--- src/rtl/risc_v_mike_pkg.sv ---
// Shared types and constants for the risc_v_mike UART transmit path.
package risc_v_mike_pkg;

   localparam int unsigned UART_DATA_WIDTH     = 8;
   localparam int unsigned TX_SCHED_FIFO_DEPTH = 8;

   typedef enum logic [1:0] {
      ST_IDLE  = 2'd0,
      ST_LOAD  = 2'd1,
      ST_SEND  = 2'd2,
      ST_CLEAR = 2'd3
   } t_tx_sched_state;

endpackage

--- src/rtl/risc_v_mike_sync_fifo.sv ---
// Single-clock FIFO with registered full/empty/level and a look-ahead head output.
module risc_v_mike_sync_fifo #(
   parameter int unsigned WIDTH = 8,
   parameter int unsigned DEPTH = 8
) (
   input  logic                   clk,
   input  logic                   n_rst,
   input  logic                   push,
   input  logic                   pop,
   input  logic [WIDTH-1:0]       wr_data,
   output logic [WIDTH-1:0]       head_c,
   output logic                   full,
   output logic                   empty,
   output logic [$clog2(DEPTH):0] level
);

   localparam int unsigned PTR_W = $clog2(DEPTH);
   localparam int unsigned LVL_W = PTR_W + 1;

   logic [WIDTH-1:0] mem [DEPTH];
   logic [PTR_W-1:0] wr_ptr;
   logic [PTR_W-1:0] rd_ptr;
   logic             push_ok;
   logic             pop_ok;
   logic [LVL_W-1:0] level_next;

   // A push into a full queue is dropped even when a pop happens in the same cycle.
   assign push_ok    = push && !full;
   assign pop_ok     = pop && !empty;
   assign level_next = level + LVL_W'(push_ok) - LVL_W'(pop_ok);
   assign head_c     = mem[rd_ptr];

   always_ff @(posedge clk) begin
      if (!n_rst) begin
         wr_ptr <= '0;
         rd_ptr <= '0;
         level  <= '0;
         full   <= 1'b0;
         empty  <= 1'b1;
      end else begin
         if (push_ok) wr_ptr <= wr_ptr + PTR_W'(1);
         if (pop_ok)  rd_ptr <= rd_ptr + PTR_W'(1);
         level <= level_next;
         full  <= (level_next == LVL_W'(DEPTH));
         empty <= (level_next == '0);
      end
   end

   always_ff @(posedge clk) begin
      if (push_ok) mem[wr_ptr] <= wr_data;
   end

endmodule

--- src/rtl/risc_v_mike_uart_tx_sched.sv ---
// Transmit scheduler: queues CPU bytes and hands them to the UART one at a time.
// Optional per-byte watchdog enabled by defining RISC_V_MIKE_TX_SCHED_TIMEOUT_EN.
module risc_v_mike_uart_tx_sched
   import risc_v_mike_pkg::*;
#(
   parameter int unsigned FIFO_DEPTH = TX_SCHED_FIFO_DEPTH,
   parameter int unsigned TX_TIMEOUT = 65536
) (
   input  logic                        clk,
   input  logic                        n_rst,
   input  logic                        wr_en,
   input  logic [UART_DATA_WIDTH-1:0]  wr_data,
   input  logic                        ovf_clr,
   input  logic                        uart_tx_flag,
   output logic [UART_DATA_WIDTH-1:0]  uart_tx_data,
   output logic                        uart_tx_send,
   output logic                        uart_tx_flag_clr,
   output logic                        fifo_full,
   output logic                        fifo_empty,
   output logic [$clog2(FIFO_DEPTH):0] fifo_level,
   output logic                        busy,
   output logic                        overflow,
   output logic                        tx_timeout
);

   if ((FIFO_DEPTH < 2) || ((FIFO_DEPTH & (FIFO_DEPTH - 1)) != 0) || (TX_TIMEOUT < 2)) begin : g_param_check
      $error("risc_v_mike_uart_tx_sched: FIFO_DEPTH must be a power of 2 >= 2, TX_TIMEOUT >= 2");
   end

   t_tx_sched_state            state;
   logic [UART_DATA_WIDTH-1:0] head_c;
   logic                       pop_c;
   logic                       expire_c;

   assign pop_c = (state == ST_IDLE) && !fifo_empty;

`ifdef RISC_V_MIKE_TX_SCHED_TIMEOUT_EN
   localparam int unsigned CNT_W = $clog2(TX_TIMEOUT + 1);
   logic [CNT_W-1:0] cnt;

   assign expire_c = ((state == ST_SEND) || (state == ST_CLEAR)) &&
                     (cnt == CNT_W'(TX_TIMEOUT - 1));

   // Watchdog counts every cycle spent waiting on the UART for the current byte.
   always_ff @(posedge clk) begin
      if (!n_rst)                                          cnt <= '0;
      else if (state == ST_LOAD)                           cnt <= '0;
      else if ((state == ST_SEND) || (state == ST_CLEAR))  cnt <= cnt + CNT_W'(1);
   end
`else
   assign expire_c = 1'b0;
`endif

   risc_v_mike_sync_fifo #(
      .WIDTH (UART_DATA_WIDTH),
      .DEPTH (FIFO_DEPTH)
   ) u_fifo (
      .clk     (clk),
      .n_rst   (n_rst),
      .push    (wr_en),
      .pop     (pop_c),
      .wr_data (wr_data),
      .head_c  (head_c),
      .full    (fifo_full),
      .empty   (fifo_empty),
      .level   (fifo_level)
   );

   // Handshake FSM; sticky flags give priority to a new event over ovf_clr.
   always_ff @(posedge clk) begin
      if (!n_rst) begin
         state            <= ST_IDLE;
         uart_tx_data     <= '0;
         uart_tx_send     <= 1'b0;
         uart_tx_flag_clr <= 1'b0;
         busy             <= 1'b0;
         overflow         <= 1'b0;
         tx_timeout       <= 1'b0;
      end else begin
         if (wr_en && fifo_full) overflow <= 1'b1;
         else if (ovf_clr)       overflow <= 1'b0;

         if (expire_c)     tx_timeout <= 1'b1;
         else if (ovf_clr) tx_timeout <= 1'b0;

         case (state)
            ST_IDLE: begin
               if (pop_c) begin
                  uart_tx_data <= head_c;
                  busy         <= 1'b1;
                  state        <= ST_LOAD;
               end
            end
            ST_LOAD: begin
               uart_tx_send <= 1'b1;
               state        <= ST_SEND;
            end
            ST_SEND: begin
               if (expire_c) begin
                  uart_tx_send <= 1'b0;
                  busy         <= 1'b0;
                  state        <= ST_IDLE;
               end else if (uart_tx_flag) begin
                  uart_tx_send     <= 1'b0;
                  uart_tx_flag_clr <= 1'b1;
                  state            <= ST_CLEAR;
               end
            end
            ST_CLEAR: begin
               if (expire_c || !uart_tx_flag) begin
                  uart_tx_flag_clr <= 1'b0;
                  busy             <= 1'b0;
                  state            <= ST_IDLE;
               end
            end
            default: state <= ST_IDLE;
         endcase
      end
   end

endmodule
--- config.mk ---
export PLATFORM = sky130hd
export DESIGN_NAME = risc_v_mike_uart_tx_sched
export DESIGN_NICKNAME = d
export VERILOG_FILES = /design/src/rtl/risc_v_mike_pkg.sv /design/src/rtl/risc_v_mike_sync_fifo.sv /design/src/rtl/risc_v_mike_uart_tx_sched.sv
export SDC_FILE = /design/constraint.sdc
export NUM_CORES = 1
export LEC_CHECK = 0
export ABC_AREA = 1
export CORE_UTILIZATION = 30
export DETAILED_ROUTE_END_ITERATION = 6
export GPL_TIMING_DRIVEN = 0
export PLACE_DENSITY = 0.45
export SYNTH_ARGS = -nofsm -noshare
export SYNTH_HDL_FRONTEND = slang
export SYNTH_SLANG_ARGS = --single-unit
--- constraint.sdc ---
create_clock -name clk -period 3.45 [get_ports clk]
set_input_delay 0.8625 -clock clk [delete_from_list [all_inputs] [get_ports clk]]
set_output_delay 0.8625 -clock clk [all_outputs]
set_load 0.01 [all_outputs]
==> results.sh <==
export IMPL_ys_ff_latch=90
export IMPL_finalCriticalPeriod_ns=2.708
export IMPL_final_antenna_net_count=0
export IMPL_syn_area_per_cell_um2=9.625
export IMPL_synth_edff_count=64
export IMPL_via_count=2670
export IMPL_yosys_area_share_simple=0.1728
export IMPL_clk_pin_slew_ns=0.06
export IMPL_p_leak_nw=2.074
export IMPL_critical_path_top_delay_family="simple AND/OR/NAND/NOR gates"
export IMPL_fp_dieW_um=117.5
export IMPL_grt_max_degree=15
export IMPL_period_share=0.7849
export IMPL_min_from="overflow$_SDFFE_PN0P_"
export IMPL_synth_distinct_cells=28
export IMPL_async_reset_ff_frac=0
export IMPL_wl_per_cell_um=14.24
export IMPL_tightest_slew_ns=1.062
export IMPL_syn_inst=416
export IMPL_diodes=0
export IMPL_cts_made_buffers=9
export IMPL_path_class="input port to register"
export IMPL_cts_tree="done"
export IMPL_dpl_cell_area_mm2=0.004519
export IMPL_end_kind="register"
export IMPL_rsz0062_at_grt="false"
export IMPL_first_iter_violations=89
export IMPL_p_per_area_mw_per_mm2=767.4
export IMPL_whs_path_depth=2
export IMPL_ir_worst_vdd_v=0.0002772
export IMPL_hpwl_mm=5.949
export IMPL_vias_per_cell=4.211
export IMPL_ys_seq_area_frac=0.6100
export IMPL_r2r_slack_ns=0.87
export IMPL_fmax_mhz=369.3
export IMPL_nNetsFinal=482
export IMPL_cts_resized_gates=0
export IMPL_grt_overflow=0
export IMPL_post_route_util=0.3745
export IMPL_hp_class="register to register"
export IMPL_maxSlewViolCount=0
export IMPL_synth_mux_area_fraction=0
export IMPL_synth_top_area_cell="edfxtp_1"
export IMPL_finalSetupViolCount=0
export IMPL_drtPass1Iterations=4
export IMPL_root_buffer="clkbuf_16"
export IMPL_synth_compound_area_frac=0.05625
export IMPL_synth_top_family_by_area="simple AND/OR/NAND/NOR gates"
export IMPL_ctsHoldBuffers=0
export IMPL_cp_arrival_ns=2.67
export IMPL_crit_fanout=8
export IMPL_synth_warnings=0
export IMPL_synth_commonest_cells="nand2_1, inv_1, edfxtp_1"
export IMPL_antenna_found_initial=0
export IMPL_skew_ns=0.005618
export IMPL_dieHeight_um=117.5
export IMPL_start_util=0.3122
export IMPL_synthAdderAreaFrac=0.03938
export IMPL_clock_latency_ns=0.34
export IMPL_area_growth_synth_to_final_pct=19.97
export IMPL_synth_top_area_frac=0.4800
export IMPL_dieArea_mm2=0.01381
export IMPL_io_buffer_count=30
export IMPL_worst_r2r_cell_count=13
export IMPL_cap_violations=0
export IMPL_status="finished clean"
export IMPL_crit_chain="clkdlybuf4s50_1 -> inv_1 -> or2_1 -> inv_2 -> nand2_1 -> nor2_1"
export IMPL_drc=0
export IMPL_cts_setup_buffers=0
export IMPL_regToRegStartpoint="state[0]$_SDFFE_PN0P_"
export IMPL_critPathRequiredTime_ns=3.41
export IMPL_synth_xor_area_frac=0.004375
export IMPL_crit_buf_inv=3
export IMPL_finalPower_mw=3.686
export IMPL_clock_sinks=90
export IMPL_rows=41
export IMPL_routed_wl_mm=9.031
export IMPL_yosysMostFrequentCell="nand2_1"
export IMPL_hold_viol=0
export IMPL_cts_htree_levels=3
export IMPL_synthTopCellsByArea="edfxtp_1, dfxtp_1, nand2_1, inv_1, nand3_1"
export IMPL_relSlewSlack=0.2893
export IMPL_cp_num_cells=6
export IMPL_io_pins=32
export IMPL_grt_pass1_wl_mm=14.11
export IMPL_min_to="overflow$_SDFFE_PN0P_"
export IMPL_grt_pass1_vias=2480
export IMPL_synthFlopType="edfxtp_1"
export IMPL_cpPeakStageDelay_ns=0.79
export IMPL_mappedNetlistArea_mm2=0.004004
export IMPL_fin_area_mm2=0.004803
export IMPL_gp_congestion=0.7214
export IMPL_core_area_mm2=0.01282
export IMPL_cp_slowest_cell="nor2_1"
export IMPL_fin_tns_setup_ns=0
export IMPL_syn_nets=441
export IMPL_reg2reg_to="u_fifo.empty$_SDFF_PN1_"
export IMPL_track_usage=0.1392
export IMPL_start_kind="input port"
export IMPL_clockBufferDepth=2
export IMPL_drive_above_1_share=0.08442
-- stage by stage --
step | hold slack, ns | setup slack (ns) | std cells
after floorplan | 0.4627 | 1.164 | 416
after global placement | 0.4507 | 0.3112 | 618
after detailed placement | 0.4616 | 0.2928 | 618
after CTS | 0.4707 | 0.6601 | 634
after global routing | 0.4925 | 0.5675 | 634
final | 0.4618 | 0.7420 | 634
-- metal layers --
metal / track usage / part of all wire / vias up
li1: - / - / 1398
met1: 0.1827 / 0.48 / 1209
met2: 0.2200 / 0.46 / 50
met3: 0.03052 / 0.042 / 13
met4: 0.06170 / 0.019 / 0
met5: 0 / 0 / -
-- worst register-to-register path: cells and delay by family, from the launching register on --
family                   cells  cell delay (ns)
adder cells (fa/ha/maj)      4             0.97
AO/OA/AOI/OAI                1             0.19
AND/OR/NAND/NOR              2             0.27
XOR/XNOR                     1             0.21
buffers and inverters        5             0.53
flip-flops                   1             0.33
-- placed cells by master (no fill, tap or decap) --
cell type and n:
buf_2 6, a21oi_2 8, inv_1 88, xnor2_1 1
nand3b_1 1, o21ai_0 15, clkbuf_1 3, a21oi_1 12
o211ai_1 1, clkinv_1 2, nor2_1 16, fa_1 1
nand3_1 52, o21ai_1 1, a211oi_1 1, or2_1 1
edfxtp_1 64, buf_4 3, dfxtp_1 26, clkbuf_8 3
nand2_1 94, inv_2 1, clkinv_2 3, buf_6 5
inv_4 1, conb_1 1, ha_1 11, nor3_1 1
clkbuf_16 9, clkdlybuf4s50_1 30, xor2_1 1
-- cells by family after synthesis --
kind of cell,count (synthesis)
simple gates,165
buf+inv,108
xor+xnor,2
compound gates,38
flops,90
fa+ha+maj,12
other cells,1
-- area by class of cell --
cell class | count | area, um^2
fillers | 1303 | 8021
flip-flops and latches | 90 | 2442
multi-input cells | 218 | 1096
inverters | 92 | 349.1
repair buffers | 30 | 300.3
clock buffers | 13 | 270.3
well taps | 172 | 215.2
plain buffers | 16 | 116.4
clock inverters | 3 | 13.76
-- power by group --
group / switching [mW] / internal [mW] / total, mW / leakage, nW
clock network: 0.395 / 0.543 / 0.938 / 0.143
registers: 0.0820 / 1.33 / 1.41 / 0.796
logic: 0.806 / 0.534 / 1.34 / 1.14
-- registers in the layout, indices dropped and copies added, names as in the netlist --
signal            count
u_fifo.mem           64
uart_tx_flag_clr      1
uart_tx_send          1
state                 2
u_fifo.level          4
u_fifo.rd_ptr         3
u_fifo.full           1
uart_tx_data          8
u_fifo.wr_ptr         3
u_fifo.empty          1
busy                  1
overflow              1
-- worst max-delay path by stage --
stage                               start                    endpoint  slack, ns
finish                              wr_en  u_fifo.mem[0][5]$_DFFE_PP_       0.74
global route                        wr_en  u_fifo.mem[0][5]$_DFFE_PP_       0.57
CTS                                 wr_en  u_fifo.mem[0][4]$_DFFE_PP_       0.66
detailed placement                  wr_en  u_fifo.mem[0][4]$_DFFE_PP_       0.29
global placement                    wr_en  u_fifo.mem[0][4]$_DFFE_PP_       0.31
floorplan           state[0]$_SDFFE_PN0P_     u_fifo.empty$_SDFF_PN1_       1.16
No activity file was read; power rests on OpenSTA's default activity.
